==> config.mk <==
export PLATFORM = sky130hd
export DESIGN_NAME = arp_resolver
export DESIGN_NICKNAME = d
export VERILOG_FILES = /design/src/rtl/arp_resolver.sv
export SDC_FILE = /design/constraint.sdc
export NUM_CORES = 1
export LEC_CHECK = 0
export BUFFER_PORTS_ARGS = -buffer_cell sky130_fd_sc_hd__buf_2
export CORE_AREA = 2 2 184 186
export DETAILED_ROUTE_END_ITERATION = 7
export DIE_AREA = 0 0 186 188
export PLACE_DENSITY_LB_ADDON = 0.3
export SLEW_MARGIN = 20
export SYNTH_ARGS = -nofsm -noshare
export SYNTH_HDL_FRONTEND = slang
export SYNTH_SLANG_ARGS = --single-unit
export TNS_END_PERCENT = 100
==> constraint.sdc <==
create_clock -name clk -period 5.3 [get_ports clk]
set_clock_uncertainty 0.15 [all_clocks]
set_input_delay 0.53 -clock clk [delete_from_list [all_inputs] [get_ports clk]]
set_output_delay 0.53 -clock clk [all_outputs]
set_load 0.1 [all_outputs]
==> src/rtl/arp_resolver.sv <==
// Next-hop IPv4 -> MAC resolver: queries the ARP cache, emits timed ARP requests on a miss, learns replies.
// Optional build macro ARP_RESOLVER_LEARN_ALL_EN: write every accepted ARP rx entry to the cache, not only the awaited reply.
module arp_resolver #(
  parameter int unsigned RETRY_COUNT    = 4,
  parameter int unsigned RETRY_INTERVAL = 1000
) (
  input  logic        clk,
  input  logic        rst_n,
  input  logic        arp_request_valid,
  output logic        arp_request_ready,
  input  logic [31:0] arp_request_ip,
  output logic        arp_response_valid,
  input  logic        arp_response_ready,
  output logic        arp_response_error,
  output logic [47:0] arp_response_mac,
  output logic        cache_query_request_valid,
  input  logic        cache_query_request_ready,
  output logic [31:0] cache_query_request_ip,
  input  logic        cache_query_response_valid,
  output logic        cache_query_response_ready,
  input  logic        cache_query_response_error,
  input  logic [47:0] cache_query_response_mac,
  output logic        cache_write_request_valid,
  input  logic        cache_write_request_ready,
  output logic [31:0] cache_write_request_ip,
  output logic [47:0] cache_write_request_mac,
  output logic        arp_tx_valid,
  input  logic        arp_tx_ready,
  output logic [31:0] arp_tx_tpa,
  input  logic        arp_rx_valid,
  output logic        arp_rx_ready,
  input  logic [31:0] arp_rx_spa,
  input  logic [47:0] arp_rx_sha,
  input  logic [31:0] local_ip,
  input  logic [31:0] subnet_mask,
  input  logic [31:0] gateway_ip
);

  localparam int unsigned ATT_W = (RETRY_COUNT < 2) ? 1 : $clog2(RETRY_COUNT + 1);
  localparam int unsigned TMR_W = $clog2(RETRY_INTERVAL + 1);

  typedef enum logic [2:0] {
    S_IDLE,
    S_QUERY,
    S_WAIT_CACHE,
    S_SEND_REQ,
    S_WAIT_REPLY,
    S_RESPOND
  } state_t;

  state_t             state_q, state_d;
  logic [31:0]        next_hop_q, next_hop_d;
  logic [ATT_W-1:0]   attempts_q, attempts_d;
  logic [TMR_W-1:0]   timer_q, timer_d;
  logic [47:0]        resp_mac_d;
  logic               resp_err_d;
  logic               wr_valid_d;
  logic [31:0]        wr_ip_d;
  logic [47:0]        wr_mac_d;

  logic               req_accept, rx_accept, rx_match, rx_load;
  logic               on_subnet, is_bcast;
  logic [31:0]        host_mask;

  // Request classification is done on the request-side inputs in the accept cycle.
  always_comb begin
    host_mask = ~subnet_mask;
    on_subnet = (arp_request_ip & subnet_mask) == (local_ip & subnet_mask);
    is_bcast  = (arp_request_ip == 32'hFFFF_FFFF) ||
                (on_subnet && ((arp_request_ip & host_mask) == host_mask));
  end

  always_comb begin
    req_accept = arp_request_valid && arp_request_ready;
    rx_accept  = arp_rx_valid && arp_rx_ready;
    rx_match   = rx_accept && (state_q == S_WAIT_REPLY) && (arp_rx_spa == next_hop_q);
`ifdef ARP_RESOLVER_LEARN_ALL_EN
    rx_load    = rx_accept;
`else
    rx_load    = rx_match;
`endif
  end

  // Next-state and next-register values for the resolve FSM and the learning slot.
  always_comb begin
    state_d    = state_q;
    next_hop_d = next_hop_q;
    attempts_d = attempts_q;
    timer_d    = timer_q;
    resp_mac_d = arp_response_mac;
    resp_err_d = arp_response_error;
    wr_valid_d = cache_write_request_valid;
    wr_ip_d    = cache_write_request_ip;
    wr_mac_d   = cache_write_request_mac;

    case (state_q)
      S_IDLE: begin
        if (req_accept) begin
          if (is_bcast) begin
            state_d    = S_RESPOND;
            resp_mac_d = 48'hFFFF_FFFF_FFFF;
            resp_err_d = 1'b0;
          end else if (on_subnet) begin
            next_hop_d = arp_request_ip;
            state_d    = S_QUERY;
          end else if (gateway_ip == 32'h0) begin
            state_d    = S_RESPOND;
            resp_mac_d = 48'h0;
            resp_err_d = 1'b1;
          end else begin
            next_hop_d = gateway_ip;
            state_d    = S_QUERY;
          end
        end
      end
      S_QUERY: begin
        if (cache_query_request_valid && cache_query_request_ready) state_d = S_WAIT_CACHE;
      end
      S_WAIT_CACHE: begin
        if (cache_query_response_valid && cache_query_response_ready) begin
          if (!cache_query_response_error) begin
            state_d    = S_RESPOND;
            resp_mac_d = cache_query_response_mac;
            resp_err_d = 1'b0;
          end else begin
            attempts_d = ATT_W'(RETRY_COUNT);
            state_d    = S_SEND_REQ;
          end
        end
      end
      S_SEND_REQ: begin
        if (arp_tx_valid && arp_tx_ready) begin
          attempts_d = attempts_q - ATT_W'(1);
          timer_d    = TMR_W'(RETRY_INTERVAL);
          state_d    = S_WAIT_REPLY;
        end
      end
      S_WAIT_REPLY: begin
        if (timer_q != '0) timer_d = timer_q - TMR_W'(1);
        // A matching reply wins over a timer expiring in the same cycle.
        if (rx_match) begin
          state_d    = S_RESPOND;
          resp_mac_d = arp_rx_sha;
          resp_err_d = 1'b0;
        end else if (timer_q <= TMR_W'(1)) begin
          if (attempts_q != '0) begin
            state_d = S_SEND_REQ;
          end else begin
            state_d    = S_RESPOND;
            resp_mac_d = 48'h0;
            resp_err_d = 1'b1;
          end
        end
      end
      S_RESPOND: begin
        if (arp_response_valid && arp_response_ready) state_d = S_IDLE;
      end
      default: state_d = S_IDLE;
    endcase

    // Single-entry write slot; rx is only accepted while it is empty, so drain and load never collide.
    if (cache_write_request_valid && cache_write_request_ready) wr_valid_d = 1'b0;
    if (rx_load) begin
      wr_valid_d = 1'b1;
      wr_ip_d    = arp_rx_spa;
      wr_mac_d   = arp_rx_sha;
    end
  end

  always_ff @(posedge clk or negedge rst_n) begin
    if (!rst_n) begin
      state_q                    <= S_IDLE;
      next_hop_q                 <= '0;
      attempts_q                 <= '0;
      timer_q                    <= '0;
      arp_request_ready          <= 1'b0;
      arp_response_valid         <= 1'b0;
      arp_response_error         <= 1'b0;
      arp_response_mac           <= '0;
      cache_query_request_valid  <= 1'b0;
      cache_query_request_ip     <= '0;
      cache_query_response_ready <= 1'b0;
      cache_write_request_valid  <= 1'b0;
      cache_write_request_ip     <= '0;
      cache_write_request_mac    <= '0;
      arp_tx_valid               <= 1'b0;
      arp_tx_tpa                 <= '0;
      arp_rx_ready               <= 1'b0;
    end else begin
      state_q                    <= state_d;
      next_hop_q                 <= next_hop_d;
      attempts_q                 <= attempts_d;
      timer_q                    <= timer_d;
      arp_request_ready          <= (state_d == S_IDLE);
      arp_response_valid         <= (state_d == S_RESPOND);
      arp_response_error         <= resp_err_d;
      arp_response_mac           <= resp_mac_d;
      cache_query_request_valid  <= (state_d == S_QUERY);
      cache_query_request_ip     <= next_hop_d;
      cache_query_response_ready <= (state_d == S_WAIT_CACHE);
      cache_write_request_valid  <= wr_valid_d;
      cache_write_request_ip     <= wr_ip_d;
      cache_write_request_mac    <= wr_mac_d;
      arp_tx_valid               <= (state_d == S_SEND_REQ);
      arp_tx_tpa                 <= next_hop_d;
      arp_rx_ready               <= !wr_valid_d;
    end
  end

endmodule
==> flow_metrics.env, run 1 <==
export IMPL_outcome="completed"
export IMPL_starting_density=0.288
export IMPL_synth_area_per_cell_um2=9.61
export IMPL_detailedPlace_worstSlack_ps=1560
export IMPL_first_global_vias=9095
export IMPL_timing_worst_slew_pin_value_ps=1100
export IMPL_totalWireLength_um=39300
export IMPL_tritoncts="done"
export IMPL_cts_root_to_sink_buffers=2
export IMPL_critical_path_top_delay_family="simple AND/OR/NAND/NOR gates"
export IMPL_post_route_cells_drive_above_1_share=0.418
export IMPL_cts_hold_repair_buffers=0
export IMPL_synthFlopType="sky130_fd_sc_hd__dfrtp_1"
export IMPL_routabilityCongestion=0.960
export IMPL_1st_iter_drt_viols=565
export IMPL_synthesis_yosys_warnings=0
export IMPL_post_route_period_util=0.706
export IMPL_max_freq_mhz=267
export IMPL_cts_sinks=184
export IMPL_syn_cell_area_mm2=0.00954
export IMPL_avgRoutedWirePerCell_um=21.0
export IMPL_post_synth_num_cell_types=49
export IMPL_post_cts_resized_instances=0
export IMPL_grt_overflow_total=0
export IMPL_total_negative_setup_slacks_ps=0
export IMPL_layout_min_cycle_time_ps=3740
export IMPL_cap_viol_max_count=0
export IMPL_layout_nets=1679
export IMPL_io_pins=466
export IMPL_global_router_s_overall_resource_usage=0.224
export IMPL_final_critical_path_setup_slack_ps=1560
export IMPL_slew_limit_headroom=0.266
export IMPL_post_detailed_route_count_of_antenna_violating_nets=0
export IMPL_final_setup_viol_count=0
export IMPL_filler_cell_count=3471
export IMPL_fp_coreArea_mm2=0.0331
export IMPL_route_detailed_vias_per_inst=4.77
export IMPL_syn_inst=992
export IMPL_power_per_cell_area_mw_per_mm2=663
export IMPL_multi_input_area_mm2=0.00450
export IMPL_worst_path_max_fanout=83
export IMPL_setup_worst_path_end_class="flip-flop"
export IMPL_worstPathArrival_ps=3940
export IMPL_htree_levels=4
export IMPL_die_width_um=186
export IMPL_cts_root_buffer="sky130_fd_sc_hd__clkbuf_16"
export IMPL_design_die_area_mm2=0.0350
export IMPL_syn_num_nets=1263
export IMPL_grt_antenna_before_repair=7
export IMPL_postLayoutCoreUtil=0.384
export IMPL_cts_made_buffers=17
export IMPL_placement_rows=67
export IMPL_reg2reg_setup_slack_ps=1560
export IMPL_grt_max_degree=96
export IMPL_timing_max_transition_violations_final=0
export IMPL_placement_io_buffers=465
export IMPL_fraction_of_the_yosys_area_taken_by_sequential_cells=0.483
export IMPL_total_via_count_in_the_routed_design=8934
export IMPL_clk_latency_worst_skew_pair_ps=440
export IMPL_vdd_drop_max_uv=696
export IMPL_cts_setup_buffers=0
export IMPL_cts_reportedPaths_clkPinSlew_ps=80
export IMPL_critical_path_slowest_cell="sky130_fd_sc_hd__buf_4"
export IMPL_startpoint_type="flip-flop"
export IMPL_cp_num_buf_inv=1
export IMPL_ff_latch_area_mm2=0.00460
export IMPL_p_leak_uw=0.00698
export IMPL_worst_setup_path_type="reg2reg"
export IMPL_wp_data_required_ps=5490
export IMPL_setup_repair_after_global_routing_missed_its_margin="no"
export IMPL_worst_hold_path_type="in2async"
export IMPL_detailed_place_hpwl_um=30500
export IMPL_timing_critical_path_cells="nor3b_2, nand2_1, or4_1, nor4_4, buf_4, o21ai_0, o211ai_1, nor3b_1"
export IMPL_synth_edff_count=0
export IMPL_synthArstFlopShare=1.00
export IMPL_first_pass_iters=5
export IMPL_synthToLayoutAreaGrowth_pct=33.3
export IMPL_hold_violations=0
export IMPL_die_y_um=188
export IMPL_postSynthRegisterBits=184
export IMPL_cp_slowest_stage_delay_ps=830
export IMPL_grt_first_pass_wirelength_um=58000
export IMPL_remaining_drc_errors=0
## final timing paths
| path | start | end | depth (start not counted) |
|---|---|---|---|
| min in group clk | arp_rx_sha[20] | cache_write_request_mac[20] | 3 |
| setup / recovery | state_q[2] | arp_response_valid | 8 |
| setup reg to reg | state_q[2] | arp_response_valid | 8 |
| max in group asynchronous | rst_n | arp_response_mac[1] | 2 |
| hold / removal | rst_n | cache_write_request_mac[20] | 1 |
| hold reg to reg | cache_write_request_mac[1] | cache_write_request_mac[1] | 2 |
## per-layer routing
| layer | GRT usage | routed length (um) |
|---|---|---|
| met4 | 0.0645 | 766 |
| met5 | 0 | 13 |
| met3 | 0.0474 | 2080 |
| met2 | 0.356 | 18500 |
| met1 | 0.308 | 18000 |
## per-stage QoR
stage | instance area, um^2 | hold WS, ps | std cells | total power, uW
6_report | 12700 | 21.2 | 1874 | 8430
3_5_place_dp | 12100 | 300 | 1837 | 7130
2_1_floorplan | 9540 | 84.4 | 992 | 6220
4_1_cts | 12700 | 49.1 | 1868 | 8500
3_3_place_gp | 12100 | 293 | 1837 | 7100
5_1_grt | 12700 | 57.8 | 1874 | 8750
## cells by family (layout without fill, tap and decap cells)
kind of cell	Yosys count	after routing	share of synthesized area
mux	113	113	0.133
compound gates	65	65	0.0451
flops	184	184	0.483
xor+xnor	71	71	0.0652
other cells	0	6	0
buf+inv	87	515	0.0496
fa+ha+maj	5	5	0.00656
simple gates	467	467	0.218
## layout by cell type (no fill, tap or decap), types with 5 or more instances in the layout
cell type,n
sky130_fd_sc_hd__ha_1,5
sky130_fd_sc_hd__nand3_1,57
sky130_fd_sc_hd__o21ai_0,11
sky130_fd_sc_hd__a22oi_1,16
sky130_fd_sc_hd__xor2_1,45
sky130_fd_sc_hd__nand4_1,26
sky130_fd_sc_hd__nor2_1,21
sky130_fd_sc_hd__buf_2,464
sky130_fd_sc_hd__nor4_1,15
sky130_fd_sc_hd__mux2_1,32
sky130_fd_sc_hd__diode_2,6
sky130_fd_sc_hd__buf_4,8
sky130_fd_sc_hd__nor3_1,7
sky130_fd_sc_hd__nand2_1,308
sky130_fd_sc_hd__xnor2_1,26
sky130_fd_sc_hd__dfrtp_1,184
sky130_fd_sc_hd__mux2_2,80
sky130_fd_sc_hd__clkbuf_16,17
sky130_fd_sc_hd__inv_1,11
sky130_fd_sc_hd__o22ai_1,16
sky130_fd_sc_hd__a21oi_1,8
## Yosys cell counts, drive strengths merged (2+ instances only)
| cell type | count | area [um^2] |
|---|---|---|
| nor2 | 22 | 82.6 |
| nand3b | 3 | 22.5 |
| a22oi | 16 | 120 |
| clkbuf | 27 | 101 |
| o41ai | 2 | 25.0 |
| a211oi | 2 | 15.0 |
| and3 | 2 | 12.5 |
| nand3 | 57 | 285 |
| o21ai | 12 | 60.1 |
| and4 | 2 | 17.5 |
| xnor2 | 26 | 228 |
| nor3b | 2 | 20.0 |
| xor2 | 45 | 394 |
| or4 | 3 | 22.5 |
| inv | 11 | 41.3 |
| o31a | 2 | 17.5 |
| a21oi | 10 | 53.8 |
| nand2 | 308 | 1160 |
| dfrtp | 184 | 4600 |
| nor3 | 7 | 35.0 |
| mux2 | 112 | 1260 |
| or2 | 2 | 12.5 |
| or3 | 3 | 18.8 |
| nor4 | 18 | 140 |
| ha | 5 | 62.6 |
| nand2b | 4 | 25.0 |
| nand4 | 26 | 163 |
| and2 | 3 | 18.8 |
| nand4b | 2 | 17.5 |
| o22ai | 16 | 100 |
| buf | 49 | 330 |
## power breakdown
part | switching [uW] | internal (uW) | leakage, uW | total, uW
Sequential | 361 | 1740 | 0.00244 | 2110
Clock | 633 | 709 | 0.000287 | 1340
Combinational | 4050 | 933 | 0.00426 | 4980
Total | 5040 | 3390 | 0.00698 | 8430
## cell type report
class	count	area share
well taps	448	0.0441
flip-flops and latches	184	0.362
inverters	11	0.00325
clock buffers	17	0.0335
repair buffers	473	0.189
diodes	6	0.00118
multi-input cells	721	0.354
clock inverters	14	0.0132
## state kept, by name (all words and copies together) (netlist names), 3 cells and up
register	count
attempts_q	3
next_hop_q	32
state_q	3
cache_write_request_mac	48
cache_write_request_ip	32
timer_q	10
arp_response_mac	48
Power figures use the tool's default switching activity.
==> inputs of run 2 (changes only) <==
--- a/config.mk
+++ b/config.mk
@@ -6,9 +6,9 @@
 export NUM_CORES = 1
 export LEC_CHECK = 0
 export BUFFER_PORTS_ARGS = -buffer_cell sky130_fd_sc_hd__buf_2
-export CORE_AREA = 2 2 184 186
+export CORE_AREA = 2 2 179 181
 export DETAILED_ROUTE_END_ITERATION = 7
-export DIE_AREA = 0 0 186 188
+export DIE_AREA = 0 0 181 183
 export PLACE_DENSITY_LB_ADDON = 0.3
 export SLEW_MARGIN = 20
 export SYNTH_ARGS = -nofsm -noshare
==> constraint.sdc (replaced) <==
create_clock -name clk -period 3.8 [get_ports clk]
set_clock_uncertainty 0.15 [all_clocks]
set_input_delay 0.38 -clock clk [delete_from_list [all_inputs] [get_ports clk]]
set_output_delay 0.38 -clock clk [all_outputs]
set_load 0.1 [all_outputs]
==> run 2 against run 1 <==
Global-route usage increased by 0.64 points. Sequential share of layout area is 0.98 points lower. Clock power increased by 40%. Count of clock-buffer cells in the layout did not move. Core utilization increased by 3.4 points. Combinational power increased by 41%. First-iteration DRC count up 6.0%. Critical endpoint is now arp_response_mac[39]. Die area down 5.3%. Worst hold slack got worse by 1.0 ps. Largest cell class unchanged.
==> flow_metrics.env, run 2 (synthesis results as in run 1) <==
export IMPL_outcome="completed"
export IMPL_cellInternalPower_uw=4720
export IMPL_routabilityCongestion=0.952
export IMPL_hold_violations=0
export IMPL_total_via_count_in_the_routed_design=9154
export IMPL_totalWireLength_um=39000
export IMPL_power_per_cell_area_mw_per_mm2=906
export IMPL_cts_hold_repair_buffers=34
export IMPL_cts_made_buffers=17
export IMPL_worstPathArrival_ps=3520
export IMPL_clk_latency_worst_skew_pair_ps=440
export IMPL_global_router_s_overall_resource_usage=0.231
export IMPL_timing_worst_slew_pin_value_ps=734
export IMPL_cap_viol_max_count=0
export IMPL_setup_repair_after_global_routing_missed_its_margin="no"
export IMPL_cts_reportedPaths_clkPinSlew_ps=80
export IMPL_die_y_um=183
export IMPL_largestRegisters="arp_response_mac: 48 flops, cache_write_request_mac: 48 flops"
export IMPL_grt_max_degree=84
export IMPL_filler_cell_count=3184
export IMPL_hold_ws_ps=20.2
export IMPL_relative_contribution_of_sequential_cells_to_total_power=0.249
export IMPL_timing_max_transition_violations_final=0
export IMPL_1st_iter_drt_viols=599
export IMPL_route_detailed_vias_per_inst=4.90
export IMPL_final_common_cell="sky130_fd_sc_hd__buf_2"
export IMPL_post_route_period_util=0.882
export IMPL_max_freq_mhz=299
export IMPL_first_global_vias=9251
export IMPL_design_die_area_mm2=0.0331
export IMPL_setup_worst_path_end_class="flip-flop"
export IMPL_layout_nets=1717
export IMPL_power_combinational_fraction=0.592
export IMPL_grt_overflow_total=0
export IMPL_starting_density=0.305
export IMPL_leading_cell_types_in_the_layout_fill_and_taps_excluded="sky130_fd_sc_hd__buf_2 (464), sky130_fd_sc_hd__nand2_1 (308), sky130_fd_sc_hd__dfrtp_1 (184)"
export IMPL_placement_io_buffers=465
export IMPL_wp_data_required_ps=3970
export IMPL_die_width_um=181
export IMPL_remaining_drc_errors=0
export IMPL_post_route_cells_drive_above_1_share=0.411
export IMPL_layout_min_cycle_time_ps=3350
export IMPL_grt_first_pass_wirelength_um=57400
export IMPL_p_leak_uw=0.00716
export IMPL_io_pins=466
export IMPL_final_setup_viol_count=0
export IMPL_placement_rows=65
export IMPL_cts_root_buffer="sky130_fd_sc_hd__clkbuf_16"
export IMPL_avgRoutedWirePerCell_um=20.9
export IMPL_worst_path_max_fanout=28
export IMPL_cts_root_to_sink_buffers=2
export IMPL_post_cts_resized_instances=0
export IMPL_synthToLayoutAreaGrowth_pct=37.0
export IMPL_total_negative_setup_slacks_ps=0
export IMPL_tritoncts="done"
export IMPL_worst_setup_path_type="in2reg"
export IMPL_first_pass_iters=5
export IMPL_worst_hold_path_type="in2reg"
export IMPL_net_switching_component_of_the_power_uw=7120
export IMPL_vdd_drop_max_uv=991
export IMPL_slew_limit_headroom=0.511
export IMPL_grt_antenna_before_repair=6
export IMPL_fp_coreArea_mm2=0.0312
export IMPL_detailed_place_hpwl_um=30100
export IMPL_power_share_switching=0.601
export IMPL_post_detailed_route_count_of_antenna_violating_nets=0
export IMPL_cts_sinks=184
export IMPL_startpoint_type="input port"
export IMPL_htree_levels=4
export IMPL_pwr_share_clk=0.159
export IMPL_cts_setup_buffers=0
## run 2: cell count changes in the layout (fill, tap and decap cells not counted)
cell and change:
sky130_fd_sc_hd__clkinvlp_4 -1, sky130_fd_sc_hd__inv_6 +2, sky130_fd_sc_hd__clkinv_2 -1, sky130_fd_sc_hd__clkinv_4 -1, sky130_fd_sc_hd__dlygate4sd3_1 +34, sky130_fd_sc_hd__buf_4 +2, sky130_fd_sc_hd__clkinv_8 +2, sky130_fd_sc_hd__bufinv_16 -1
sky130_fd_sc_hd__buf_12 +2, sky130_fd_sc_hd__inv_12 +1
## run 2: power by group through the flow
stage	Combinational [uW]	Clock [uW]	Sequential, uW
after floorplan	2980	0	5700
after global placement	6970	0	2950
after detailed placement	6980	0	2970
after CTS	7020	1940	2940
after global routing	7250	2020	3010
final	7010	1880	2950
## run 2: path summary, 6_finish.rpt
check,startpoint,endpoint,slack [ps],cells past startpoint
hold reg to reg,cache_write_request_mac[3],cache_write_request_mac[3],310,2
hold / removal,arp_rx_sha[38],cache_write_request_mac[38],20,3
min in group asynchronous,rst_n,cache_write_request_ip[18],360,2
setup reg to reg,next_hop_q[18],arp_response_mac[39],500,8
setup / recovery,arp_rx_spa[24],arp_response_mac[39],450,10
max in group asynchronous,rst_n,cache_write_request_ip[19],2130,3
## run 2: through the flow
stage	total power, uW	instance area (um^2)	cells	setup slack [ps]	util
after floorplan	8680	9540	992	429	-
after global placement	9920	12100	1795	562	0.387
after detailed placement	9950	12100	1795	521	0.387
after CTS	11900	13000	1861	448	0.418
after global routing	12300	13100	1867	327	0.418
final	11800	13100	1867	450	0.418
## run 2: worst max-delay path, stage by stage
cell and delay (ps):
sky130_fd_sc_hd__dlygate4sd3_1 540, sky130_fd_sc_hd__buf_2 140, sky130_fd_sc_hd__xnor2_1 380, sky130_fd_sc_hd__nand4_1 150, sky130_fd_sc_hd__or3_1 430, sky130_fd_sc_hd__nor4_4 400
sky130_fd_sc_hd__o21ai_1 180, sky130_fd_sc_hd__a21oi_4 150, sky130_fd_sc_hd__buf_4 360, sky130_fd_sc_hd__mux2_2 390
## run 2: layout make-up
class,count,area (um^2),share of cell area
flip-flops and latches,184,4600,0.352
multi-input cells,721,4500,0.344
repair buffers,511,2790,0.214
well taps,402,503,0.0385
clock buffers,17,425,0.0326
clock inverters,15,183,0.0140
inverters,11,41.3,0.00316
diodes,6,15.0,0.00115
## run 2: layer usage
metal	global-route usage	vias up	routed length, um
met2	0.370	360	18500
met5	0	-	0
met1	0.304	4486	17000
li1	-	4260	-
met4	0.0764	0	856
met3	0.0610	48	2660
